==> src/rtl/proc_pkg.sv <==
// proc_pkg: opcode constants, FSM encoding and writeback data-select codes
package proc_pkg;
    localparam logic [4:0] OP_J    = 5'b00001;
    localparam logic [4:0] OP_BNE  = 5'b00010;
    localparam logic [4:0] OP_JAL  = 5'b00011;
    localparam logic [4:0] OP_JR   = 5'b00100;
    localparam logic [4:0] OP_BLT  = 5'b00110;
    localparam logic [4:0] OP_SW   = 5'b00111;
    localparam logic [4:0] OP_SETX = 5'b10101;
    localparam logic [4:0] OP_BEX  = 5'b10110;
    typedef enum logic [1:0] {IDLE = 2'd0, BUSY = 2'd1, HOLD = 2'd2} state_t;
    typedef enum logic [1:0] {DSEL_DATA, DSEL_PC1, DSEL_TARGET, DSEL_EXC} dsel_t;
endpackage

==> src/rtl/wb_decode.sv <==
// wb_decode: W-stage opcode -> write enable, destination address, data select
// ports: opcode/exc/rd in; en (before the r0 nop rule), addr, dsel out
module wb_decode
    import proc_pkg::*;
#(
    parameter int ADDR_W     = 5,
    parameter int LINK_REG   = 31,
    parameter int STATUS_REG = 30
) (
    input  logic [4:0]        opcode,
    input  logic              exc,
    input  logic [ADDR_W-1:0] rd,
    output logic              en,
    output logic [ADDR_W-1:0] addr,
    output dsel_t             dsel
);
    localparam logic [ADDR_W-1:0] LINK_A   = ADDR_W'(LINK_REG);
    localparam logic [ADDR_W-1:0] STATUS_A = ADDR_W'(STATUS_REG);
    always_comb begin
        en   = exc || !(opcode inside {OP_J, OP_BNE, OP_JR, OP_BLT, OP_SW, OP_BEX});
        addr = (exc || opcode == OP_SETX) ? STATUS_A : (opcode == OP_JAL) ? LINK_A : rd;
        dsel = exc ? DSEL_EXC : (opcode == OP_JAL) ? DSEL_PC1 :
               (opcode == OP_SETX) ? DSEL_TARGET : DSEL_DATA;
    end
endmodule

==> src/rtl/wb_write_scheduler.sv <==
// wb_write_scheduler: arbitrates W-stage and one in-flight mult/div result onto the register-file write port
// ports: W-stage inputs (w_*), mult/div handshake (md_*), decode addresses (d_*);
//        hazard (combinational stall), rf_we/rf_waddr/rf_wdata (registered write port)
module wb_write_scheduler
    import proc_pkg::*;
#(
    parameter int ADDR_W     = 5,
    parameter int DATA_W     = 32,
    parameter int LINK_REG   = 31,
    parameter int STATUS_REG = 30
) (
    input  logic              clock,
    input  logic              reset_n,
    input  logic              w_valid,
    input  logic [4:0]        w_opcode,
    input  logic [ADDR_W-1:0] w_rd,
    input  logic [DATA_W-1:0] w_data,
    input  logic [DATA_W-1:0] w_pc1,
    input  logic [DATA_W-1:0] w_target,
    input  logic              w_exc,
    input  logic [DATA_W-1:0] w_exc_code,
    input  logic              md_start,
    input  logic [ADDR_W-1:0] md_rd,
    input  logic              md_done,
    input  logic [DATA_W-1:0] md_result,
    input  logic              md_exc,
    input  logic [ADDR_W-1:0] d_rs,
    input  logic [ADDR_W-1:0] d_rt,
    input  logic [ADDR_W-1:0] d_rd,
    output logic              hazard,
    output logic              rf_we,
    output logic [ADDR_W-1:0] rf_waddr,
    output logic [DATA_W-1:0] rf_wdata
);
    localparam logic [ADDR_W-1:0] STATUS_A = ADDR_W'(STATUS_REG);
    state_t            state, state_n;
    logic [ADDR_W-1:0] dest, buf_addr, w_addr, md_addr, md_waddr;
    logic [DATA_W-1:0] buf_data, w_wdata, md_wdata;
    logic              dec_en, w_we, md_we, md_cap;
    dsel_t             dsel;

    wb_decode #(.ADDR_W(ADDR_W), .LINK_REG(LINK_REG), .STATUS_REG(STATUS_REG)) u_dec (
        .opcode(w_opcode),
        .exc   (w_exc),
        .rd    (w_rd),
        .en    (dec_en),
        .addr  (w_addr),
        .dsel  (dsel)
    );

    always_comb begin
        w_we    = w_valid && dec_en && w_addr != '0;
        w_wdata = (dsel == DSEL_EXC) ? w_exc_code : (dsel == DSEL_PC1) ? w_pc1 :
                  (dsel == DSEL_TARGET) ? w_target : w_data;
        md_addr = md_exc ? STATUS_A : dest;
        hazard  = state != IDLE && (md_start ||
                  (dest != '0 && (d_rs == dest || d_rt == dest || d_rd == dest)));
    end

    // Mult/div source is live in BUSY and the hold buffer in HOLD; W stage always wins the port.
    always_comb begin
        state_n  = state;
        md_we    = 1'b0;
        md_cap   = 1'b0;
        md_waddr = md_addr;
        md_wdata = md_result;
        case (state)
            IDLE: state_n = md_start ? BUSY : IDLE;
            BUSY: if (md_done) begin
                state_n = w_we ? HOLD : IDLE;
                md_cap  = w_we;
                md_we   = !w_we && md_addr != '0;
            end
            HOLD: begin
                md_waddr = buf_addr;
                md_wdata = buf_data;
                state_n  = w_we ? HOLD : IDLE;
                md_we    = !w_we && buf_addr != '0;
            end
            default: state_n = IDLE;
        endcase
    end

    always_ff @(posedge clock or negedge reset_n) begin
        if (!reset_n) begin
            state    <= IDLE;
            dest     <= '0;
            buf_addr <= '0;
            buf_data <= '0;
            rf_we    <= 1'b0;
            rf_waddr <= '0;
            rf_wdata <= '0;
        end else begin
            state <= state_n;
            if (state == IDLE && md_start) dest <= md_rd;
            if (md_cap) begin
                buf_addr <= md_addr;
                buf_data <= md_result;
            end
            rf_we    <= w_we || md_we;
            rf_waddr <= w_we ? w_addr : md_waddr;
            rf_wdata <= w_we ? w_wdata : md_wdata;
        end
    end
endmodule

==> config.mk <==
export PLATFORM = sky130hd
export DESIGN_NAME = wb_write_scheduler
export DESIGN_NICKNAME = d
export VERILOG_FILES = /design/src/rtl/proc_pkg.sv /design/src/rtl/wb_decode.sv /design/src/rtl/wb_write_scheduler.sv
export SDC_FILE = /design/constraint.sdc
export NUM_CORES = 1
export LEC_CHECK = 0
export CORE_ASPECT_RATIO = 1.2
export CORE_MARGIN = 2
export CORE_UTILIZATION = 45
export CTS_BUF_LIST = sky130_fd_sc_hd__clkbuf_8
export DETAILED_ROUTE_END_ITERATION = 6
export PLACE_DENSITY_LB_ADDON = 0.25
export SYNTH_ARGS = -nofsm -noshare
export SYNTH_HDL_FRONTEND = slang
export SYNTH_SLANG_ARGS = --single-unit
==> constraint.sdc <==
create_clock -name clock -period 3.3 [get_ports clock]
set_input_delay 0.66 -clock clock [delete_from_list [all_inputs] [get_ports clock]]
set_output_delay 0.66 -clock clock [all_outputs]
set_load 0.02 [all_outputs]
## Word level (Yosys, flattened, before mapping)

Cells that the tools add are included.
Widths: inputs -> output; s select.

- Input port bits: 197
- ROM bits: 0
- Flip-flop bits (word level): 82
- Memories: 0
- Output and inout bits: 39
- Memory bits (writable): 0
- Logic and storage cells: 67
- Bits in latches: 0

- Multipliers: 0
- Div/mod/pow operators: 0
- Multiplexer cells: 21
- Bitwise logic cells: 0
- Reduce and logical (&&, ||, !) cells: 22
- Eq/ne operators: 17
- $add $sub $neg: 0
- Shift operators: 0
- $lt $le $gt $ge: 0

Operators with widths:

| operator | number |
|---|---|
| $mux 32 | 5 |
| $mux 5 | 5 |
| $reduce_bool 5->1 | 4 |
| $eq 5x3->1 const B | 3 |
| $eq 5x5->1 | 3 |
| $eq 5x2->1 const B | 2 |
| $eq 5x5->1 const B | 2 |
| $mux 2 | 5 |
| $logic_and 1x1->1 | 7 |
| $eq 2x2->1 const B | 3 |
| $logic_or 1x1->1 | 6 |
| $pmux 2 s3 | 1 |
| $reduce_bool 6->1 | 1 |
| $eq 5x1->1 const B | 1 |
| $eq 2x1->1 const B | 2 |
| $mux 1 | 4 |
| $logic_not 1->1 | 2 |
| $logic_not 2->1 | 1 |
| $ne 2x2->1 const B | 1 |
| $pmux 1 s2 | 1 |
| $reduce_bool 2->1 | 1 |

## Logic depth before layout (Yosys ltp)

Gate-level depths: netlist of run 1.

- Depth in word-level cells: 11
- Depth in mapped cells: 9

## Cells and area by module

Synthesis of run 1 repeated with hierarchy kept, for this count alone.

- Cells, all modules: 386
- Area total of the unflattened synthesis: 4653.2 µm²

Modules (own cells, without submodules):

| module | seq. area each (µm²) | cells each | area each (µm²) | instances |
|---|---|---|---|---|
| wb_write_scheduler | 2052.0 | 358 | 4484.3 | 1 |
| wb_decode | 0.0 | 28 | 168.9 | 1 |

## Worst setup path after synthesis of run 1

OpenSTA, ideal clock, no wires.

- Kind: input-to-reg
- Start: in w_opcode[0]
- End: reg buf_addr[0]
- Cell stages on the path: 8
- Path slack: 1.018 ns
- Arrival: 2.157 ns
- Path buffers: 3
- Data required time: 3.175 ns
- Path through: nor2b_1 -> buf_6 -> and4_4 -> buf_6 -> nor4b_4 -> a21oi_4 -> buf_6 -> mux2_4

- Word-level cells in the longest chain between the ends: 8

RTL lines:

| what | line | RTL |
|---|---|---|
| from (decl) | wb_write_scheduler.sv:15 | `input logic [4:0] w_opcode,` |
| $eq 5x1->1 (tied with other cells) | wb_decode.sv:20 | `en = exc \|\| !(opcode inside {OP_J, OP_BNE, OP_JR, OP_BLT, OP_SW, OP_BEX});` |
| $reduce_bool 6->1 | wb_decode.sv:20 |  |
| $logic_not 1->1 | wb_decode.sv:20 |  |
| $logic_or 1x1->1 | wb_decode.sv:20 |  |
| $logic_and 1x1->1 | wb_write_scheduler.sv:52 | `w_we = w_valid && dec_en && w_addr != '0;` |
| $logic_and 1x1->1 * | wb_write_scheduler.sv:52 |  |
| $mux 1 * | wb_write_scheduler.sv:69 | `BUSY: if (md_done) begin` |
| $mux 1 * | wb_write_scheduler.sv:67 | `case (state)` |
| to (signal assigned) | wb_write_scheduler.sv:97 | `buf_addr <= md_addr;` |
| to (decl) | wb_write_scheduler.sv:37 | `logic [ADDR_W-1:0] dest, buf_addr, w_addr, md_addr, md_waddr;` |

Mark *: on every way between the ends. The rest lies on a longest branch, timed or not.
A chain may end at the register's enable or synchronous reset.

## Final worst setup path of run 1

- Start: in d_rs[0]
- End: out hazard

- Word-level cells in the longest chain between the ends: 6

RTL lines:

| what | line | RTL |
|---|---|---|
| from (decl) | wb_write_scheduler.sv:27 | `input logic [ADDR_W-1:0] d_rs,` |
| $eq 5x5->1 | wb_write_scheduler.sv:57 | `(dest != '0 && (d_rs == dest \|\| d_rt == dest \|\| d_rd == dest)));` |
| $logic_or 1x1->1 (2 in series) | wb_write_scheduler.sv:57 |  |
| $logic_and 1x1->1 | wb_write_scheduler.sv:57 |  |
| $logic_or 1x1->1 | wb_write_scheduler.sv:56 | `hazard = state != IDLE && (md_start \|\|` |
| $logic_and 1x1->1 | wb_write_scheduler.sv:56 |  |
| to (decl) | wb_write_scheduler.sv:30 | `output logic hazard,` |

Every way passes these cells.

==> results of run 1 <==
-- kinds of logic (layout without fill, tap and decap cells) --
group           count (synthesis)  after routing
buf+inv                        41            272
mux                           115            115
flops                          82             82
fa+ha+maj                       4              4
compound gates                 87             87
simple gates                   40             40
xor+xnor                       15             15
-- final cells by class --
class,instances,area share (%)
inverters,9,0.4589
multi-input cells,261,33.44
flip-flops and latches,82,27.88
well taps,126,2.142
clock buffers,13,2.431
clock inverters,2,0.1360
repair buffers,248,33.52
-- cells in the final DEF, fill, tap and decap left out, types with 3 or more instances in the layout --
| master | n |
|---|---|
| mux2_1 | 9 |
| nor2_1 | 7 |
| buf_4 | 12 |
| mux2_2 | 6 |
| xnor2_1 | 13 |
| mux2i_1 | 71 |
| nor2b_1 | 6 |
| a21boi_1 | 21 |
| a222oi_1 | 32 |
| mux2_4 | 29 |
| ha_1 | 3 |
| a21boi_0 | 11 |
| dfrtp_1 | 82 |
| nor3_1 | 4 |
| nand2_1 | 7 |
| a21oi_1 | 5 |
| a21oi_4 | 3 |
| inv_1 | 8 |
| nand3_1 | 5 |
| clkbuf_8 | 13 |
| clkdlybuf4s50_1 | 233 |
| o21ai_0 | 6 |
| or2_2 | 3 |
-- through the flow --
step           cell area (µm²)  setup WS (ns)  hold slack (ns)  power (µW)  utilization, %
2_1_floorplan             4701          1.018           0.3644        2749               -
3_3_place_gp              7172         0.2703           0.4667        3422           70.94
3_5_place_dp              7172         0.2128           0.4765        3479           70.94
4_1_cts                   7361         0.1983           0.4938        4187           72.81
5_1_grt                   7361        0.07314           0.5124        4392           72.81
6_report                  7361         0.1822           0.4817        4150           72.81
-- final timing paths --
kind | start | to | cells after the start
setup / recovery | d_rs[0] | hazard | 7
hold / removal | reset_n | rf_wdata[20]$_DFF_PN0_ | 1
setup reg to reg | state[0]$_DFFE_PN0P_ | rf_wdata[20]$_DFF_PN0_ | 5
hold reg to reg | buf_data[20]$_DFFE_PN0P_ | buf_data[20]$_DFFE_PN0P_ | 1
max in group asynchronous | reset_n | rf_wdata[30]$_DFF_PN0_ | 1
min in group clock | buf_data[20]$_DFFE_PN0P_ | buf_data[20]$_DFFE_PN0P_ | 1
-- cell usage after synthesis, drive strengths merged, types with 3 or more instances --
| cell | number | share of area [%] |
|---|---|---|
| clkbuf | 22 | 1.8 |
| a21oi | 8 | 1.3 |
| nand2 | 7 | 0.56 |
| inv | 8 | 0.64 |
| a222oi | 32 | 6.8 |
| nor2b | 6 | 0.80 |
| mux2i | 71 | 15 |
| xnor2 | 13 | 2.4 |
| nor2 | 7 | 0.56 |
| or2 | 3 | 0.40 |
| a21boi | 32 | 5.1 |
| dfrtp | 82 | 44 |
| o21ai | 6 | 0.64 |
| buf | 10 | 1.9 |
| mux2 | 44 | 13 |
| nor3 | 4 | 0.43 |
| nand3 | 5 | 0.53 |
| ha | 4 | 1.1 |
-- worst register-to-register path: cells and delay by family (launching register included) --
| kind | cells | cell delay (ns) |
|---|---|---|
| mux | 2 | 0.39 |
| fa+ha+maj | 1 | 0.59 |
| buf+inv | 2 | 0.58 |
| flops | 1 | 0.42 |
-- state kept, by name, summed over array words and instances, names as in the netlist --
signal and flops:
buf_data 32, dest 5, rf_wdata 32, state 2
buf_addr 5, rf_waddr 5, rf_we 1
-- routing by layer --
layer	track usage, %	vias to the layer above
li1	-	1898
met1	29.05	1991
met2	42.92	201
met3	7.117	23
met4	9.444	0
met5	0	-
-- power breakdown --
group          internal [µW]  total (µW)  switching, µW
Sequential              1390        1630            248
Combinational           1090        1820            727
Clock                    349         696            347
==> results.md, run 1 <==
* Syn Inst Count at 384
* Hold Vio Cnt, Final at 0
* Max VDD drop at 0.3675 mV
* CTS tree: built
* Dominant synthesized flop cell: dfrtp_1
* DR vias at 4113
* Yosys cell types at 40
* Post_cts resized at 0
* Fmax at 0.3207 GHz
* CP max FO at 1
* XOR/XNOR Fraction of Synth Area at 2.795%
* Clock Latency Late Sink at 0.36 ns
* Grt ovf at 0
* Post-synthesis mux area share at 27.97%
* Synthesis Warnings at 0
* Post-Route WL at 13780 µm
* CP Cell Sequence: clkdlybuf4s50_1, xnor2_1, nand3_1, nor3_1, o21ai_0, a21oi_1, clkdlybuf4s50_1
* Root Buffer: clkbuf_8
* CP peak stage delay at 0.62 ns
* Setup crit start kind: input pin
* Fillers at 734
* Num ports at 236
* Detail Route met2 WL at 6823 µm
* Worst Max-Slew Pin Slew at 1.021 ns
* DRC Markers at 3
* Final period utilization at 94.48%
* Compound-Gate Fraction of Synth Area at 15.20%
* Final setup vio count at 0
* Multi-input gate area at 0.002461 mm²
* Part of the Yosys area used for sequential elements at 43.65%
* H-tree lvl count at 3
* Sequential cell area at 0.002052 mm²
* Crit end category: output port
* Buffers & Inverters on Critical Path at 2
* Mapped Area at 0.004701 mm²
* Nets at 812
* Total track usage at 24.60%
* DRT met1 WL at 5535 µm
* Router iterations before antenna repair at 7
* Syn-to-layout area delta at 56.59%
* Post-synth EDFFs at 0
* Total negative slack at 0 ns
* Slew headroom at 31.96%
* First-pass GRT wire length at 21860 µm
* CP delay by family, top: buffers and inverters
* Core area at 0.01011 mm²
* Largest family of logic cells by synthesized area: multiplexers
* Status: finished, violations left
* Average cell area after synthesis at 12.24 µm²
* Flop2flop setup slack at 1.20 ns
* Placed cell count at 726
* Wirelength per Cell at 18.60 µm
* Leakage at 0.002998 µW
* Worst EP arrival at 2.46 ns
* Row Count at 40
* Inserted Diodes at 0
* Pin count of the biggest net entering global routing at 83
* DR top layer: met4
* Initial core utilization at 46.50%
* Buffer depth of the longest clock path at 2
* Async SR Flop Fraction at 100.0%
* Initial antenna violation count at 0
* Vias per std cell at 5.551
* Detailed placement HPWL at 10360 µm
* Die footprint at 0.01128 mm²
* Post-route insts no fill at 741
* Post-synthesis simple-gate area fraction at 4.951%
* Pwr Density at 563.8 mW/mm²
* Post-Syn Nets at 585
* DR iter-0 viols at 261
* Port-buffer cells at 235
* Clock Sinks at 82
* Setup bufs post-CTS at 0
* Clock transition at the registers of the reported paths at 0.07 ns
* Post-synthesis adder-cell area fraction at 1.065%
* Met3 WL post-DR at 1116 µm
* Failing checks: DRC
* Routability cong. at 0.8278
* Max-slew violation count at 0
* Setup CP Type: input pin to output port
* CP required at 2.64 ns
* Number of synthesized register bits at 82
* Chip height at 116.0 µm
* HP Class: input pin to asynchronous set/reset pin
* Num CTS Buffers at 9
* Die X at 97.30 µm
* CTS Hold Bufs at 0
* Setup Skew at 0.01113 ns
* RSZ-0062 raised after global routing: false
* Routed Antenna Nets at 0
* CP max stage cell: clkdlybuf4s50_1
* Top cell by count, worst path: clkdlybuf4s50_1
* Vias in the first global route at 4257
* Share of layout cells above drive strength 1 at 12.03%
* Max Cap Viol at 0
* Final Critical Period at 3.118 ns
No activity file was read; power rests on OpenSTA's default activity.
==> run 2, diff against run 1 <==
- CORE_MARGIN: 2 -> unset
==> results.md, run 2 (synthesis results as in run 1) <==
* Chip height at 114.0 µm (-1.7%)
* DRC Markers at 0 (-3)
* RSZ-0062 raised after global routing: false
* Initial antenna violation count at 0 (unchanged)
* Buffer depth of the longest clock path at 2 (unchanged)
* Final period utilization at 92.41% (-2.1 points)
* Syn-to-layout area delta at 57.79%
* Post_cts resized at 0 (unchanged)
* Clock Sinks at 82 (unchanged)
* Pin count of the biggest net entering global routing at 83 (unchanged)
* Port-buffer cells at 235 (unchanged)
* Pwr Total at 4357 µW (+5.0%)
* First-pass GRT wire length at 21130 µm (-3.3%)
* Most frequent cells in the layout: clkdlybuf4s50_1 (234), dfrtp_1 (82), mux2i_1 (71)
* Flop2flop setup slack at 0.90 ns (-0.30 ns)
* Worst Max-Slew Pin Slew at 1.028 ns (+0.007293 ns)
* Num ports at 236 (unchanged)
* Die footprint at 0.01086 mm² (-3.7%)
* Routed Antenna Nets at 0 (unchanged)
* Status: complete, no violations
* Core area at 0.01011 mm² (unchanged)
* DR iter-0 viols at 170 (-35%)
* Met3 WL post-DR at 1290 µm (+16%)
* Die X at 95.30 µm (-2.1%)
* Row Count at 40 (unchanged)
* DR top layer: met4
* Root Buffer: clkbuf_8
* DRT met1 WL at 5388 µm (-2.7%)
* Setup Skew at 0.006538 ns (-0.004589 ns)
* Post-Route WL at 13740 µm (-0.30%)
* Hold Vio Cnt, Final at 0 (unchanged)
* Clock Latency Late Sink at 0.35 ns (about the same)
* Setup crit start kind: input pin
* H-tree lvl count at 3 (unchanged)
* Slew headroom at 31.47% (-0.49 points)
* R2R Path Start: state[1]$_DFFE_PN0P_
* Max Cap Viol at 0 (unchanged)
* Total track usage at 25.91% (+1.3 points)
* Num CTS Buffers at 9 (unchanged)
* Initial core utilization at 46.50% (unchanged)
* Final setup vio count at 0 (unchanged)
* CP required at 2.64 ns (about the same)
* Max VDD drop at 0.3948 mV (+7.4%)
* DR vias at 4090 (-0.56%)
* Detail Route met2 WL at 6887 µm (+0.94%)
* Vias in the first global route at 4326 (+1.6%)
* CTS Hold Bufs at 0 (unchanged)
* Share of layout cells above drive strength 1 at 11.85% (-0.18 points)
* Routability cong. at 0.8869 (+7.1%)
* Setup bufs post-CTS at 0 (unchanged)
* CTS tree: built
* Inserted Diodes at 0 (unchanged)
* Fillers at 746 (+1.6%)
* CP max FO at 1 (unchanged)
* Cells on worst reg2reg path at 7 (+2)
* Final Critical Period at 3.049 ns (-0.06845 ns)
* Fmax at 0.3279 GHz (+2.2%)
* Clock transition at the registers of the reported paths at 0.08 ns (about the same)
* Crit end category: output port
* Setup CP Type: input pin to output port
* Pwr Density at 587.4 mW/mm² (+4.2%)
* Detailed placement HPWL at 10190 µm (-1.6%)
* Worst setup margin at 0.2506 ns (+0.06845 ns)
* Setup WS pre-CTS at -0.003446 ns (-0.2163 ns)
* HP Class: input pin to asynchronous set/reset pin
* Grt ovf at 0 (unchanged)
* Vias per std cell at 5.512 (-0.69%)
* Nets at 812 (unchanged)
* Max-slew violation count at 0 (unchanged)
* Worst EP arrival at 2.39 ns (-0.07 ns)
* FF-to-FF End: buf_data[18]$_DFFE_PN0P_
* Router iterations before antenna repair at 7 (unchanged)
* Leakage at 0.003019 µW (+0.71%)
* Most common cell after layout, fill and taps aside: clkdlybuf4s50_1
* Wirelength per Cell at 18.52 µm (-0.43%)
* Largest regs: buf_data (32), rf_wdata (32)
-- run 2: layout make-up --
| cell class | instances | area [µm²] | share of cell area, % |
|---|---|---|---|
| inverters | 9 | 33.78 | 0.4555 |
| clock inverters | 5 | 101.3 | 1.366 |
| repair buffers | 248 | 2460 | 33.16 |
| clock buffers | 11 | 151.4 | 2.041 |
| flip-flops and latches | 82 | 2052 | 27.67 |
| multi-input cells | 261 | 2461 | 33.18 |
| well taps | 126 | 157.7 | 2.126 |
-- run 2: report_power, final --
part | internal [µW] | switching (µW) | leakage, µW
Sequential | 1390 | 253 | 0.000969
Combinational | 1090 | 727 | 0.00192
Clock | 541 | 359 | 0.000127
-- run 2: per-stage QoR --
stage                     cells  area, µm²    TNS, ns  hold WS, ns  util (%)
final                       742       7417          0       0.4692     73.37
after global routing        742       7417          0       0.5007     73.37
after CTS                   742       7417          0       0.4933     73.37
after detailed placement    726       7164  -0.006204       0.4758     70.87
after global placement      726       7164          0       0.4682     70.87
after floorplan             384       4701          0       0.3644         -
-- run 2: routing by layer --
metal	track usage, %	up-vias
li1	-	1902
met1	30.26	1970
met2	45.10	204
met3	6.800	14
met4	9.293	0
met5	0	-
-- run 2: critical path: stages --
cell and delay (ns):
clkdlybuf4s50_1 0.47, xnor2_1 0.11, nand3_1 0.10, o22ai_1 0.17, o21ai_0 0.10, a21oi_1 0.16, clkdlybuf4s50_1 0.62
-- run 2: worst max-delay path by stage --
stage | endpoint | startpoint
global placement | buf_data[18]$_DFFE_PN0P_ | w_opcode[0]
finish | hazard | d_rd[2]
global route | hazard | d_rd[3]
floorplan | buf_addr[0]$_DFFE_PN0P_ | w_opcode[0]
CTS | hazard | d_rs[4]
detailed placement | buf_data[20]$_DFFE_PN0P_ | w_opcode[0]
